[src/rtl/oms_lut_ctrl.sv]
// Fill and read-arbitration controller for the 9-word odd-multiple-storage LUT.
// Optional build macro OMS_FIXED_PRIO_EN: fixed priority (req0 over req1) instead of round-robin.
module oms_lut_ctrl #(
  parameter int DW = 8,
  parameter int WW = DW + 4
) (
  input  logic          clk,
  input  logic          rst,
  input  logic          load_req,
  input  logic [DW-1:0] coef,
  output logic          busy,
  output logic          ready,
  input  logic          req0,
  input  logic          req1,
  input  logic [3:0]    addr0,
  input  logic [3:0]    addr1,
  output logic          gnt0,
  output logic          gnt1,
  output logic          rd_valid,
  output logic          rd_id,
  output logic [WW-1:0] rd_data,
  output logic          rd_err,
  output logic [3:0]    lut_addr,
  output logic          lut_clear,
  output logic          lut_we,
  output logic [WW-1:0] lut_wdata,
  input  logic [WW-1:0] lut_rdata,
  output logic [1:0]    state_dbg
);

  typedef enum logic [1:0] {
    IDLE  = 2'd0,
    FILL  = 2'd1,
    READY = 2'd2
  } state_e;

  // Handshake: reqN stays high until gntN pulses; a req still high in the cycle
  // after its grant is a fresh request. Result arrives one cycle after the grant
  // as rd_valid (good address) or rd_err (address 9..15), tagged with rd_id.

  state_e        state_q, state_d;
  logic [WW-1:0] a_q, a_d;
  logic [WW-1:0] acc_q, acc_d;
  logic [3:0]    k_q, k_d;
  logic          gerr_q, gerr_d;
  logic          busy_d, ready_d, gnt0_d, gnt1_d;
  logic          rd_valid_d, rd_err_d, rd_id_d;
  logic [3:0]    lut_addr_d;
  logic          lut_clear_d, lut_we_d;
  logic [WW-1:0] lut_wdata_d;
  logic          busy_q, ready_q, gnt0_q, gnt1_q;
  logic          rd_valid_q, rd_err_q, rd_id_q;
  logic [3:0]    lut_addr_q;
  logic          lut_clear_q, lut_we_q;
  logic [WW-1:0] lut_wdata_q;
`ifndef OMS_FIXED_PRIO_EN
  logic          rr_q, rr_d;
`endif

  logic          pick;
  logic [3:0]    sel_addr;
  logic          start_fill;
  logic [WW-1:0] coef_ext;

  assign coef_ext = {{(WW-DW){1'b0}}, coef};

  always_comb begin
    state_d     = state_q;
    a_d         = a_q;
    acc_d       = acc_q;
    k_d         = k_q;
    gerr_d      = 1'b0;
    busy_d      = 1'b0;
    ready_d     = 1'b0;
    gnt0_d      = 1'b0;
    gnt1_d      = 1'b0;
    rd_valid_d  = 1'b0;
    rd_err_d    = 1'b0;
    rd_id_d     = rd_id_q;
    lut_addr_d  = lut_addr_q;
    lut_clear_d = 1'b1;
    lut_we_d    = 1'b0;
    lut_wdata_d = lut_wdata_q;
    start_fill  = 1'b0;
    sel_addr    = addr0;
`ifdef OMS_FIXED_PRIO_EN
    pick        = ~req0;
`else
    rr_d        = rr_q;
    pick        = (req0 && req1) ? rr_q : ~req0;
`endif

    // A grant issued this cycle completes on the next one, whatever the state.
    if (gnt0_q || gnt1_q) begin
      rd_id_d    = gnt1_q;
      rd_valid_d = ~gerr_q;
      rd_err_d   = gerr_q;
    end

    case (state_q)
      IDLE: start_fill = load_req;
      FILL: begin
        if (k_q == 4'd8) begin
          state_d = READY;
          ready_d = 1'b1;
        end else begin
          k_d         = k_q + 4'd1;
          acc_d       = acc_q + (a_q << 1);
          busy_d      = 1'b1;
          lut_we_d    = 1'b1;
          lut_clear_d = 1'b0;
          lut_addr_d  = k_q + 4'd1;
          lut_wdata_d = (k_q == 4'd7) ? (a_q << 4) : (acc_q + (a_q << 1));
        end
      end
      READY: begin
        if (load_req) begin
          start_fill = 1'b1;
        end else begin
          ready_d = 1'b1;
          if (req0 || req1) begin
            gnt0_d   = ~pick;
            gnt1_d   = pick;
            sel_addr = pick ? addr1 : addr0;
`ifndef OMS_FIXED_PRIO_EN
            rr_d     = ~pick;
`endif
            if (sel_addr <= 4'd8) begin
              lut_addr_d  = sel_addr;
              lut_clear_d = 1'b0;
            end else begin
              gerr_d = 1'b1;
            end
          end
        end
      end
      default: state_d = IDLE;
    endcase

    if (start_fill) begin
      state_d     = FILL;
      a_d         = coef_ext;
      acc_d       = coef_ext;
      k_d         = 4'd0;
      busy_d      = 1'b1;
      ready_d     = 1'b0;
      lut_we_d    = 1'b1;
      lut_clear_d = 1'b0;
      lut_addr_d  = 4'd0;
      lut_wdata_d = coef_ext;
    end
  end

  always_ff @(posedge clk or posedge rst) begin
    if (rst) begin
      state_q     <= IDLE;
      a_q         <= '0;
      acc_q       <= '0;
      k_q         <= 4'd0;
      gerr_q      <= 1'b0;
      busy_q      <= 1'b0;
      ready_q     <= 1'b0;
      gnt0_q      <= 1'b0;
      gnt1_q      <= 1'b0;
      rd_valid_q  <= 1'b0;
      rd_err_q    <= 1'b0;
      rd_id_q     <= 1'b0;
      lut_addr_q  <= 4'd0;
      lut_clear_q <= 1'b1;
      lut_we_q    <= 1'b0;
      lut_wdata_q <= '0;
`ifndef OMS_FIXED_PRIO_EN
      rr_q        <= 1'b0;
`endif
    end else begin
      state_q     <= state_d;
      a_q         <= a_d;
      acc_q       <= acc_d;
      k_q         <= k_d;
      gerr_q      <= gerr_d;
      busy_q      <= busy_d;
      ready_q     <= ready_d;
      gnt0_q      <= gnt0_d;
      gnt1_q      <= gnt1_d;
      rd_valid_q  <= rd_valid_d;
      rd_err_q    <= rd_err_d;
      rd_id_q     <= rd_id_d;
      lut_addr_q  <= lut_addr_d;
      lut_clear_q <= lut_clear_d;
      lut_we_q    <= lut_we_d;
      lut_wdata_q <= lut_wdata_d;
`ifndef OMS_FIXED_PRIO_EN
      rr_q        <= rr_d;
`endif
    end
  end

  // The LUT answers in the cycle after the grant, which is exactly when
  // rd_valid is high, so its data is forwarded rather than re-registered.
  assign rd_data   = rd_valid_q ? lut_rdata : '0;

  assign busy      = busy_q;
  assign ready     = ready_q;
  assign gnt0      = gnt0_q;
  assign gnt1      = gnt1_q;
  assign rd_valid  = rd_valid_q;
  assign rd_err    = rd_err_q;
  assign rd_id     = rd_id_q;
  assign lut_addr  = lut_addr_q;
  assign lut_clear = lut_clear_q;
  assign lut_we    = lut_we_q;
  assign lut_wdata = lut_wdata_q;
  assign state_dbg = state_q;

endmodule

[config.mk]
export PLATFORM = sky130hd
export DESIGN_NAME = oms_lut_ctrl
export DESIGN_NICKNAME = d
export VERILOG_FILES = /design/src/rtl/oms_lut_ctrl.sv
export SDC_FILE = /design/constraint.sdc
export NUM_CORES = 1
export LEC_CHECK = 0
export BUFFER_PORTS_ARGS = -buffer_cell sky130_fd_sc_hd__buf_2
export CAP_MARGIN = 20
export CORE_MARGIN = 5
export CORE_UTILIZATION = 40
export DETAILED_ROUTE_END_ITERATION = 12
export GPL_TIMING_DRIVEN = 0
export PLACE_DENSITY_LB_ADDON = 0.15
export REMOVE_ABC_BUFFERS = 1
export SLEW_MARGIN = 30
export SYNTH_ARGS = -nofsm -noshare
export SYNTH_HDL_FRONTEND = slang
export SYNTH_SLANG_ARGS = --single-unit
export TNS_END_PERCENT = 5
[constraint.sdc]
create_clock -name clk -period 2 [get_ports clk]
set_input_delay 0.3 -clock clk [delete_from_list [all_inputs] [get_ports clk]]
set_output_delay 0.3 -clock clk [all_outputs]
set_load 0.03 [all_outputs]
==> results.sh <==
export IMPL_post_synth_instance_area_um2=2920
export IMPL_setup_total_neg_slack_ns=0
export IMPL_placement_io_buffers=71
export IMPL_detailed_route_via_count=2525
export IMPL_grt_overflow=0
export IMPL_critical_path_max_stage_delay_ns=0.40
export IMPL_critical_path_endpoint="lut_wdata[11]"
export IMPL_antenna_cells_inserted=0
export IMPL_initial_core_util=0.407
export IMPL_netlist_instances=299
export IMPL_relSlewSlack=0.594
export IMPL_clock_path_buffers=2
export IMPL_drt_iter0_markers=133
export IMPL_synth_enable_flop_cells=0
export IMPL_postSynth_asyncResetShare=1.00
export IMPL_worst_setup_path_end_kind="flop"
export IMPL_cts_made_buffers=5
export IMPL_yosys_cell_types_count=52
export IMPL_rsz0062_at_grt="yes"
export IMPL_cts_sinks=52
export IMPL_areaGrowthSynthToFinish_pct=26.4
export IMPL_min_path_type="input pin to flop"
export IMPL_top_level_ports=72
export IMPL_finalHoldViolCount=0
export IMPL_cp_startpoint="a_q[0]"
export IMPL_yosys_register_bits=52
export IMPL_timing_critical_path_slowest_stage_cell="sky130_fd_sc_hd__dfrtp_1"
export IMPL_reg_to_reg_start="a_q[0]"
export IMPL_clk_root_buffer_cell="sky130_fd_sc_hd__clkbuf_8"
export IMPL_register_area_um2=1310
export IMPL_r2r_worst_path_cells=8
export IMPL_clock_power_share=0.107
export IMPL_avgSynthCellArea_um2=9.78
export IMPL_multi_input_comb_area_um2=1620
export IMPL_timing_critical_path_cells="ha_2 > fa_2 > a211oi_2 > o21ai_2 > a31oi_4 > nand3b_4 > xnor2_1 > o21ai_1"
export IMPL_yosys_top_cells_area="sky130_fd_sc_hd__dfrtp_1 44%, sky130_fd_sc_hd__nand2_1 6.0%, sky130_fd_sc_hd__ha_1 5.6%"
export IMPL_gpl_final_weighted_congestion=0.829
export IMPL_intPower_uw=3660
export IMPL_postPlaceCellArea_um2=3370
export IMPL_mostFrequentLayoutCells="71 x sky130_fd_sc_hd__buf_2, 49 x sky130_fd_sc_hd__dfrtp_1, 45 x sky130_fd_sc_hd__nand2_1"
export IMPL_pwr_density_nw_per_um2=1880
export IMPL_startpoint_type="flop"
export IMPL_clock_transition_at_the_registers_of_the_reported_paths_ns=0.10
export IMPL_arrival_ns=2.16
export IMPL_critPathMaxFanout=3
export IMPL_cts_htree_levels=2
export IMPL_final_min_period_over_clock_period=0.986
export IMPL_final_setup_viol_count=0
export IMPL_grt_max_degree=34
export IMPL_grt_pass1_wl_um=11800
export IMPL_final_nets=427
export IMPL_clk_insertion_delay_late_ns=0.31
export IMPL_die_w_um=95.5
export IMPL_maxSlewViolCount=0
export IMPL_tritoncts="yes"
export IMPL_detailedRoute_firstPassIterationCount=4
export IMPL_design_die_area_um2=9120
export IMPL_flop_pwr_share=0.278
export IMPL_period_minus_slack_ns=1.97
export IMPL_postRouteAntennaNets=0
export IMPL_wl_per_cell_um=15.6
export IMPL_number_of_global_route_vias_before_repair=2497
export IMPL_ir_worst_vdd_mv=0.774
export IMPL_net_switching_power_uw=3290
export IMPL_wire_length_reported_by_the_detailed_router_um=7490
export IMPL_pwr_share_comb=0.615
export IMPL_finalClockSkew_ns=0.00815
export IMPL_path_class="flop to flop"
export IMPL_die_h_um=95.5
export IMPL_top_ff_cell_synth="sky130_fd_sc_hd__dfrtp_1"
export IMPL_layout_cells_most_common="sky130_fd_sc_hd__buf_2"
export IMPL_status="completed"
export IMPL_tightest_slew_ns=0.607
export IMPL_groute_usage_overall=0.167
export IMPL_netlist_top_cell_by_area="sky130_fd_sc_hd__dfrtp_1"
export IMPL_swShare=0.474
export IMPL_drive_gt1_frac=0.331
export IMPL_crit_reg2reg_capture="lut_wdata[11]"
export IMPL_detail_route_vias_per_cell=5.26
export IMPL_max_cap_viol_count=0
export IMPL_antenna_found_initial=0
export IMPL_route_detailed_drc=0
export IMPL_detailedPlacementHpwl_um=5260
export IMPL_final_design_area_no_fill_um2=3690
export IMPL_achievable_frequency_mhz=507
export IMPL_ys_seq_area_frac=0.446
export IMPL_post_synth_top_area_fraction=0.437
export IMPL_layout_filler_cells=701
export IMPL_design_core_area_um2=7180
export IMPL_rows=31
export IMPL_power_static_leakage_uw=0.00184
export IMPL_yosys_warnings=0
export IMPL_regToRegSetupSlack_ns=0.03
export IMPL_worst_endpoint_required_ns=2.19
==> critical path: cells and delay by family (launching register included) <==
family | cells | cell delay [ns]
flops | 1 | 0.40
compound gates | 4 | 0.61
xor+xnor | 1 | 0.11
simple gates | 1 | 0.17
fa+ha+maj | 2 | 0.56
==> logic make-up after synthesis <==
family / after synthesis / share of synthesized area
XOR/XNOR: 11 / 0.0330
adder cells (fa/ha/maj): 14 / 0.0625
multiplexers: 8 / 0.0291
AND/OR/NAND/NOR: 103 / 0.176
flip-flops: 52 / 0.446
buffers and inverters: 20 / 0.0342
AO/OA/AOI/OAI: 91 / 0.219
==> metrics by stage <==
| stage | utilization | setup WS, ns | hold WS (ns) | instances | total power [µW] |
|---|---|---|---|---|---|
| floorplan | - | -0.272 | 0.386 | 290 | 4720 |
| global placement | 0.466 | -0.743 | 0.404 | 460 | 5640 |
| detailed placement | 0.469 | -0.790 | 0.273 | 461 | 5690 |
| CTS | 0.505 | -0.0259 | 0.193 | 479 | 6780 |
| global route | 0.515 | -0.0551 | 0.200 | 480 | 7500 |
| finish | 0.515 | 0.0290 | 0.205 | 480 | 6960 |
==> worst min path at each step <==
| stage | from | to | slack (ns) | cells after the start |
|---|---|---|---|---|
| after floorplan | req0 | gnt1 | 0.39 | 1 |
| after global placement | gerr_q | rd_valid | 0.40 | 1 |
| after detailed placement | rst | rd_valid | 0.27 | 2 |
| after CTS | req0 | gnt1 | 0.19 | 2 |
| after global routing | req0 | gnt1 | 0.20 | 2 |
| final | req0 | gnt1 | 0.20 | 2 |
==> sequential cells by signal (all words and copies together), names as in the netlist, 2 cells and up <==
| register | flops |
|---|---|
| lut_addr | 4 |
| acc_q | 12 |
| lut_wdata | 12 |
| state_dbg | 2 |
| k_q | 4 |
| a_q | 8 |
==> Yosys cell counts (2+ instances only) <==
library cell,n
sky130_fd_sc_hd__nand3_1,8
sky130_fd_sc_hd__a22o_1,2
sky130_fd_sc_hd__nor2b_1,3
sky130_fd_sc_hd__nand2_1,47
sky130_fd_sc_hd__mux2i_1,4
sky130_fd_sc_hd__buf_4,2
sky130_fd_sc_hd__xor2_1,8
sky130_fd_sc_hd__buf_2,2
sky130_fd_sc_hd__o21ai_0,15
sky130_fd_sc_hd__a21o_1,7
sky130_fd_sc_hd__buf_6,2
sky130_fd_sc_hd__xnor2_1,3
sky130_fd_sc_hd__and2_1,13
sky130_fd_sc_hd__or3_1,2
sky130_fd_sc_hd__o21ai_1,4
sky130_fd_sc_hd__a211oi_2,2
sky130_fd_sc_hd__o22ai_1,7
sky130_fd_sc_hd__dfrtp_1,51
sky130_fd_sc_hd__a21oi_1,15
sky130_fd_sc_hd__inv_1,11
sky130_fd_sc_hd__a22oi_1,10
sky130_fd_sc_hd__a211oi_1,2
sky130_fd_sc_hd__o21ai_2,4
sky130_fd_sc_hd__nor2_1,20
sky130_fd_sc_hd__nand3b_4,2
sky130_fd_sc_hd__o211ai_1,3
sky130_fd_sc_hd__a31oi_1,7
sky130_fd_sc_hd__mux2_1,4
sky130_fd_sc_hd__o31ai_1,2
sky130_fd_sc_hd__clkbuf_1,3
sky130_fd_sc_hd__ha_1,13
==> what timing repair did <==
item	in CTS	in global routing
setup buffers	9	1
hold buffers	1	0
resized for setup	12	10
hold endpoints to repair	19	0
setup endpoints to repair	41	18
pin swaps	7	5
==> power groups by stage <==
stage	Combinational [µW]	Clock [µW]	Sequential (µW)
after detailed placement	3770	0	1920
after global routing	4710	796	2000
final	4280	744	1930
after global placement	3740	0	1900
after floorplan	2430	0	2290
after CTS	4100	767	1910
==> area by class of cell <==
cell class / count / area share
sequential: 52 / 0.353
clock inverter: 3 / 0.0115
tap: 99 / 0.0335
clock buffer: 5 / 0.0186
timing repair buffer: 83 / 0.132
inverter: 11 / 0.0119
multi-input combinational: 227 / 0.439
==> per-layer routing <==
layer / share of wire / track usage
met4: 0.015 / 0.0355
met1: 0.45 / 0.221
met5: 0 / 0
met3: 0.052 / 0.0339
met2: 0.48 / 0.283
(Power assumes the default switching activity.)
